--- config.mk ---
export PLATFORM = sky130hd
export DESIGN_NAME = cpu64_l1_mem_arbiter
export DESIGN_NICKNAME = d
export VERILOG_FILES = /design/src/rtl/cpu64_l1_mem_arbiter.sv
export SDC_FILE = /design/constraint.sdc
export NUM_CORES = 1
export LEC_CHECK = 0
export BUFFER_PORTS_ARGS = -buffer_cell sky130_fd_sc_hd__buf_2
export CAP_MARGIN = 10
export CELL_PAD_IN_SITES_DETAIL_PLACEMENT = 0
export CELL_PAD_IN_SITES_GLOBAL_PLACEMENT = 1
export CORE_AREA = 2 2 239 241
export DETAILED_ROUTE_END_ITERATION = 8
export DIE_AREA = 0 0 241 243
export PLACE_DENSITY = 0.42
export SYNTH_ARGS = -nofsm -noshare
export SYNTH_HDL_FRONTEND = slang
export SYNTH_SLANG_ARGS = --single-unit
--- constraint.sdc ---
create_clock -name clk_i -period 3.18 [get_ports clk_i]
set_input_delay 0.636 -clock clk_i [delete_from_list [all_inputs] [get_ports clk_i]]
set_output_delay 0.636 -clock clk_i [all_outputs]
set_load 0.02 [all_outputs]
--- src/rtl/cpu64_l1_mem_arbiter.sv ---
// Two-port L1 memory arbiter: round-robin with line lock, in-order read ID FIFO
// routing memory responses back to the issuing port.
module cpu64_l1_mem_arbiter #(
    parameter int unsigned NUM_OUTSTANDING = 4
) (
    input  logic                                   clk_i,
    input  logic                                   rst_ni,
    // Port 0 (I-side)
    input  logic                                   p0_req_i,
    input  logic                                   p0_we_i,
    input  logic [7:0]                             p0_be_i,
    input  logic [63:0]                            p0_addr_i,
    input  logic [63:0]                            p0_wdata_i,
    input  logic                                   p0_lock_i,
    output logic                                   p0_gnt_o,
    output logic                                   p0_rvalid_o,
    output logic [63:0]                            p0_rdata_o,
    // Port 1 (D-side)
    input  logic                                   p1_req_i,
    input  logic                                   p1_we_i,
    input  logic [7:0]                             p1_be_i,
    input  logic [63:0]                            p1_addr_i,
    input  logic [63:0]                            p1_wdata_i,
    input  logic                                   p1_lock_i,
    output logic                                   p1_gnt_o,
    output logic                                   p1_rvalid_o,
    output logic [63:0]                            p1_rdata_o,
    // Memory side
    output logic                                   mem_req_o,
    output logic                                   mem_we_o,
    output logic [7:0]                             mem_be_o,
    output logic [63:0]                            mem_addr_o,
    output logic [63:0]                            mem_wdata_o,
    input  logic                                   mem_gnt_i,
    input  logic                                   mem_rvalid_i,
    input  logic [63:0]                            mem_rdata_i,
    // Status
    output logic [$clog2(NUM_OUTSTANDING+1)-1:0]   outstanding_o,
    output logic                                   err_o
);

    localparam int unsigned CntW = $clog2(NUM_OUTSTANDING + 1);
    localparam int unsigned PtrW = $clog2(NUM_OUTSTANDING);

    logic                       prio_q;
    logic                       locked_q;
    logic                       owner_q;
    logic                       err_q;
    logic [CntW-1:0]            count_q;
    logic [PtrW-1:0]            wptr_q;
    logic [PtrW-1:0]            rptr_q;
    logic [NUM_OUTSTANDING-1:0] fifo_q;

    logic            full;
    logic            elig0;
    logic            elig1;
    logic            sel_valid;
    logic            sel_port;
    logic            sel_lock;
    logic            hs;
    logic            push;
    logic            pop;
    logic            head;
    logic            owner_req;
    logic            owner_lock;
    logic [CntW-1:0] count_d;

    // Eligibility, selection and memory-side mux
    always_comb begin
        // Full check deliberately ignores a same-cycle pop
        full  = (count_q == CntW'(NUM_OUTSTANDING));
        elig0 = p0_req_i && !(!p0_we_i && full) && (!locked_q || !owner_q);
        elig1 = p1_req_i && !(!p1_we_i && full) && (!locked_q || owner_q);

        sel_valid = elig0 || elig1;
        sel_port  = (elig0 && elig1) ? prio_q : elig1;

        mem_req_o   = sel_valid;
        mem_we_o    = sel_port ? p1_we_i    : p0_we_i;
        mem_be_o    = sel_port ? p1_be_i    : p0_be_i;
        mem_addr_o  = sel_port ? p1_addr_i  : p0_addr_i;
        mem_wdata_o = sel_port ? p1_wdata_i : p0_wdata_i;
        sel_lock    = sel_port ? p1_lock_i  : p0_lock_i;

        hs       = mem_req_o && mem_gnt_i;
        p0_gnt_o = hs && !sel_port;
        p1_gnt_o = hs && sel_port;

        owner_req  = owner_q ? p1_req_i  : p0_req_i;
        owner_lock = owner_q ? p1_lock_i : p0_lock_i;
    end

    // Response routing and FIFO count update
    always_comb begin
        push = hs && !mem_we_o;
        pop  = mem_rvalid_i && (count_q != '0);
        head = fifo_q[rptr_q];

        p0_rvalid_o = pop && !head;
        p1_rvalid_o = pop && head;
        p0_rdata_o  = mem_rdata_i;
        p1_rdata_o  = mem_rdata_i;

        count_d = count_q;
        if (push && !pop) begin
            count_d = count_q + CntW'(1);
        end else if (pop && !push) begin
            count_d = count_q - CntW'(1);
        end
    end

    // Arbitration state: priority, lock ownership and sticky error
    always_ff @(posedge clk_i or negedge rst_ni) begin
        if (!rst_ni) begin
            prio_q   <= 1'b0;
            locked_q <= 1'b0;
            owner_q  <= 1'b0;
            err_q    <= 1'b0;
        end else begin
            if (hs) begin
                if (sel_lock) begin
                    locked_q <= 1'b1;
                    owner_q  <= sel_port;
                end else begin
                    locked_q <= 1'b0;
                    prio_q   <= ~sel_port;
                end
            end else if (locked_q && !owner_req && !owner_lock) begin
                // Owner walked away without finishing the line: release, keep priority
                locked_q <= 1'b0;
            end
            if (mem_rvalid_i && (count_q == '0)) begin
                err_q <= 1'b1;
            end
        end
    end

    // In-order read ID FIFO
    always_ff @(posedge clk_i or negedge rst_ni) begin
        if (!rst_ni) begin
            fifo_q  <= '0;
            wptr_q  <= '0;
            rptr_q  <= '0;
            count_q <= '0;
        end else begin
            if (push) begin
                fifo_q[wptr_q] <= sel_port;
                wptr_q         <= wptr_q + PtrW'(1);
            end
            if (pop) begin
                rptr_q <= rptr_q + PtrW'(1);
            end
            count_q <= count_d;
        end
    end

    assign outstanding_o = count_q;
    assign err_o         = err_q;

endmodule

==> flow_summary_export.csv <==
group,metric,value,unit
global_routing,gr-total-overflow,0,
final_layout,num-nets-final,1031,
sta,rsz0062_at_grt,"false",
setup_path,cp_max_fo,27,
setup_path,endpoint_kind,"output port",
detailed_routing,drtIter0Drc,118,
sta,slew_headroom,72.4,%
pwr,p_leak,0.00316,uW
yosys,synth_largest_area_cell,"mux2_4",
detailed_routing,num_vias,3947,
cts,cts_buffer_depth,2,
detailed_routing,antenna_left,0,
yosys,synthCells,367,
sta,finalSetupViolations,0,
global_routing,grt_max_degree,28,
yosys,synth_seq_cells,15,
setup_path,reg2regPathDepth,12,
placement,hpwl,20500,um
floorplanning,start_util,7.32,%
setup_path,worstPathArrival,2.44,ns
yosys,ys_types,41,
detailed_routing,drcViolationCount,0,
floorplanning,die_h,243,um
cts,hold_buffers,0,
global_routing,grt.total_usage,6.68,%
global_routing,antenna_found_initial,18,
cts,clkTransAtPathRegs,0.05,ns
final_layout,layout_commonest_cell,"buf_2",
setup_path,r2r_setup_slack,0.55,ns
pwr,cellPowerDensity,503,mW/mm^2
cts,worstSkewPairLatency,0.25,ns
sta,post-route-min-period,3.07,ns
final_layout,area_growth,53.1,%
yosys,synth_top_flop_cell,"dfrtp_1",
cts,cts_tree,"built",
floorplanning,boundaryPins,620,
yosys,synth_nets,719,
setup_path,critPathKind,"in2out",
cts,cts_made_buffers,3,
pwr,irDropWorstVdd,0.000307,V
yosys,syn_area,0.00410,mm^2
cts,cts_post_setup_buffers_inserted,0,
flow_run,cap_violations,0,
floorplanning,rows,87,
yosys,ys_async_sr_fraction,100,%
sta,finalHoldViolCount,0,
global_routing,grt_pass1_vias,3857,
detailed_routing,wl_per_cell,15.4,um
cts,clock_sinks,15,
yosys,seq_area_frac_synth,9.17,%
final_layout,drive_gt1_share,89.1,%
placement,port-buffer-count,427,
final_layout,layout_common_cells,"buf_2, mux2_4, mux2_2, buf_4, dfrtp_1",
yosys,synth.area.top_cells,"mux2_4, buf_4, mux2_2",
detailed_routing,avgViaCountPerCell,2.74,
min_path,min_path_type,"in2async",
floorplanning,die_area,0.0586,mm^2
floorplanning,die_w,241,um
yosys,synth_top_area_share,36.7,%
final_layout,final_util,11.2,%
sta,skew,0.00126,ns
global_routing,grt_first_pass_wirelength,27600,um
setup_path,cp.required,2.54,ns
sta,tightest_slew,0.413,ns
setup_path,startpoint,"p1_we_i",
setup_path,rr_startpoint,"outstanding_o[2]",
final_layout,fillCellCount,6540,
sta,slew_viol_final,0,
placement,gp_congestion,0.831,
detailed_routing,wl,22300,um
detailed_routing,first_pass_iters,4,
setup_path,startpoint_type,"input port",
status,outcome,"finished, final reports clean",
yosys,synth-edff-count,0,
yosys,ys_warn_count,0,
sta,fin_crit_sh,96.6,%
cts,htree_levels,1,
floorplanning,core_area,0.0560,mm^2
cts,cts-root-buf,"clkbuf_16",
sta,finalSetupTns,0,ns
sta,max_freq,0.325,GHz
yosys,synth.avg_cell_area,11.2,um^2
repair_timing:
item | CTS | global route
setup endpoints to repair | 0 | 7
endpoints found under the hold margin | 0 | 0
resized for setup | 0 | 1
path summary, 6_finish.rpt:
| path | endpoint |
|---|---|
| setup reg to reg | outstanding_o[2] |
| min in group clk_i | err_o |
| hold reg to reg | err_o |
| max in group asynchronous | outstanding_o[1] |
| hold / removal | outstanding_o[0] |
| setup / recovery | mem_wdata_o[59] |
cells in the mapped netlist (2+ instances only):
cell	n
nor2_1	10
inv_1	7
nor3_1	6
ha_1	5
dfrtp_1	15
xnor2_1	3
buf_4	131
nor4b_1	4
xor2_1	3
buf_6	2
buf_12	11
a31oi_1	4
mux2_2	37
nor2b_1	2
nor4b_2	2
mux2_4	100
metrics by stage:
stage	power, uW	worst slack, ns	cell area [um^2]	hold slack [ns]	instances
2_1_floorplan	2450	0.491	4100	0.340	367
3_3_place_gp	2950	0.0945	6170	0.437	1430
4_1_cts	3210	0.0536	6250	0.320	1434
6_report	3150	0.107	6270	0.297	1442
3_5_place_dp	2950	0.0896	6170	0.444	1430
5_1_grt	3370	0.0214	6250	0.324	1435
final cells by class:
| class | count | area, um^2 | area share [%] |
|---|---|---|---|
| flip-flops and latches | 15 | 377 | 6.01 |
| diodes | 8 | 20.0 | 0.319 |
| well taps | 756 | 946 | 15.1 |
| clock buffers | 3 | 75.1 | 1.20 |
| repair buffers | 451 | 2350 | 37.5 |
| inverters | 7 | 26.3 | 0.419 |
| clock inverters | 1 | 5.00 | 0.0798 |
| multi-input cells | 201 | 2470 | 39.3 |
worst max-delay path, stage by stage:
cell	delay, ns
buf_2	0.10
nor4b_2	0.05
buf_4	0.15
or3_4	0.39
nor2_8	0.16
buf_12	0.20
buf_4	0.21
mux2_2	0.33
buf_2	0.16
flip-flops by register name, indices dropped and copies added, names as in the netlist:
name	flops
fifo_q	4
outstanding_o	3
prio_q	1
rptr_q	2
wptr_q	2
err_o	1
locked_q	1
owner_q	1
layer usage:
layer | track usage [%] | routed length [um] | part of all wire (%) | vias to the layer above
li1 | - | - | - | 1780
met1 | 7.18 | 8090 | 36 | 1698
met2 | 11.4 | 10100 | 45 | 441
met3 | 4.31 | 3840 | 17 | 24
met4 | 0.236 | 165 | 0.74 | 4
met5 | 1.01 | 88 | 0.40 | -
power breakdown:
| part | total [uW] | switching (uW) | internal [uW] |
|---|---|---|---|
| logic | 2570 | 1320 | 1250 |
| clock network | 251 | 82.4 | 168 |
| registers | 328 | 68.0 | 260 |
| total | 3150 | 1470 | 1680 |
cell families after synthesis:
| logic type | synth area share [%] |
|---|---|
| adders and majority gates | 2.02 |
| muxes | 47.9 |
| DFF | 9.17 |
| buffers and inverters | 30.6 |
| xor gates and xnor gates | 1.28 |
| and+or+nand+nor | 5.59 |
| AOI/OAI and AO/OA | 3.45 |
(Power assumes the default switching activity.)
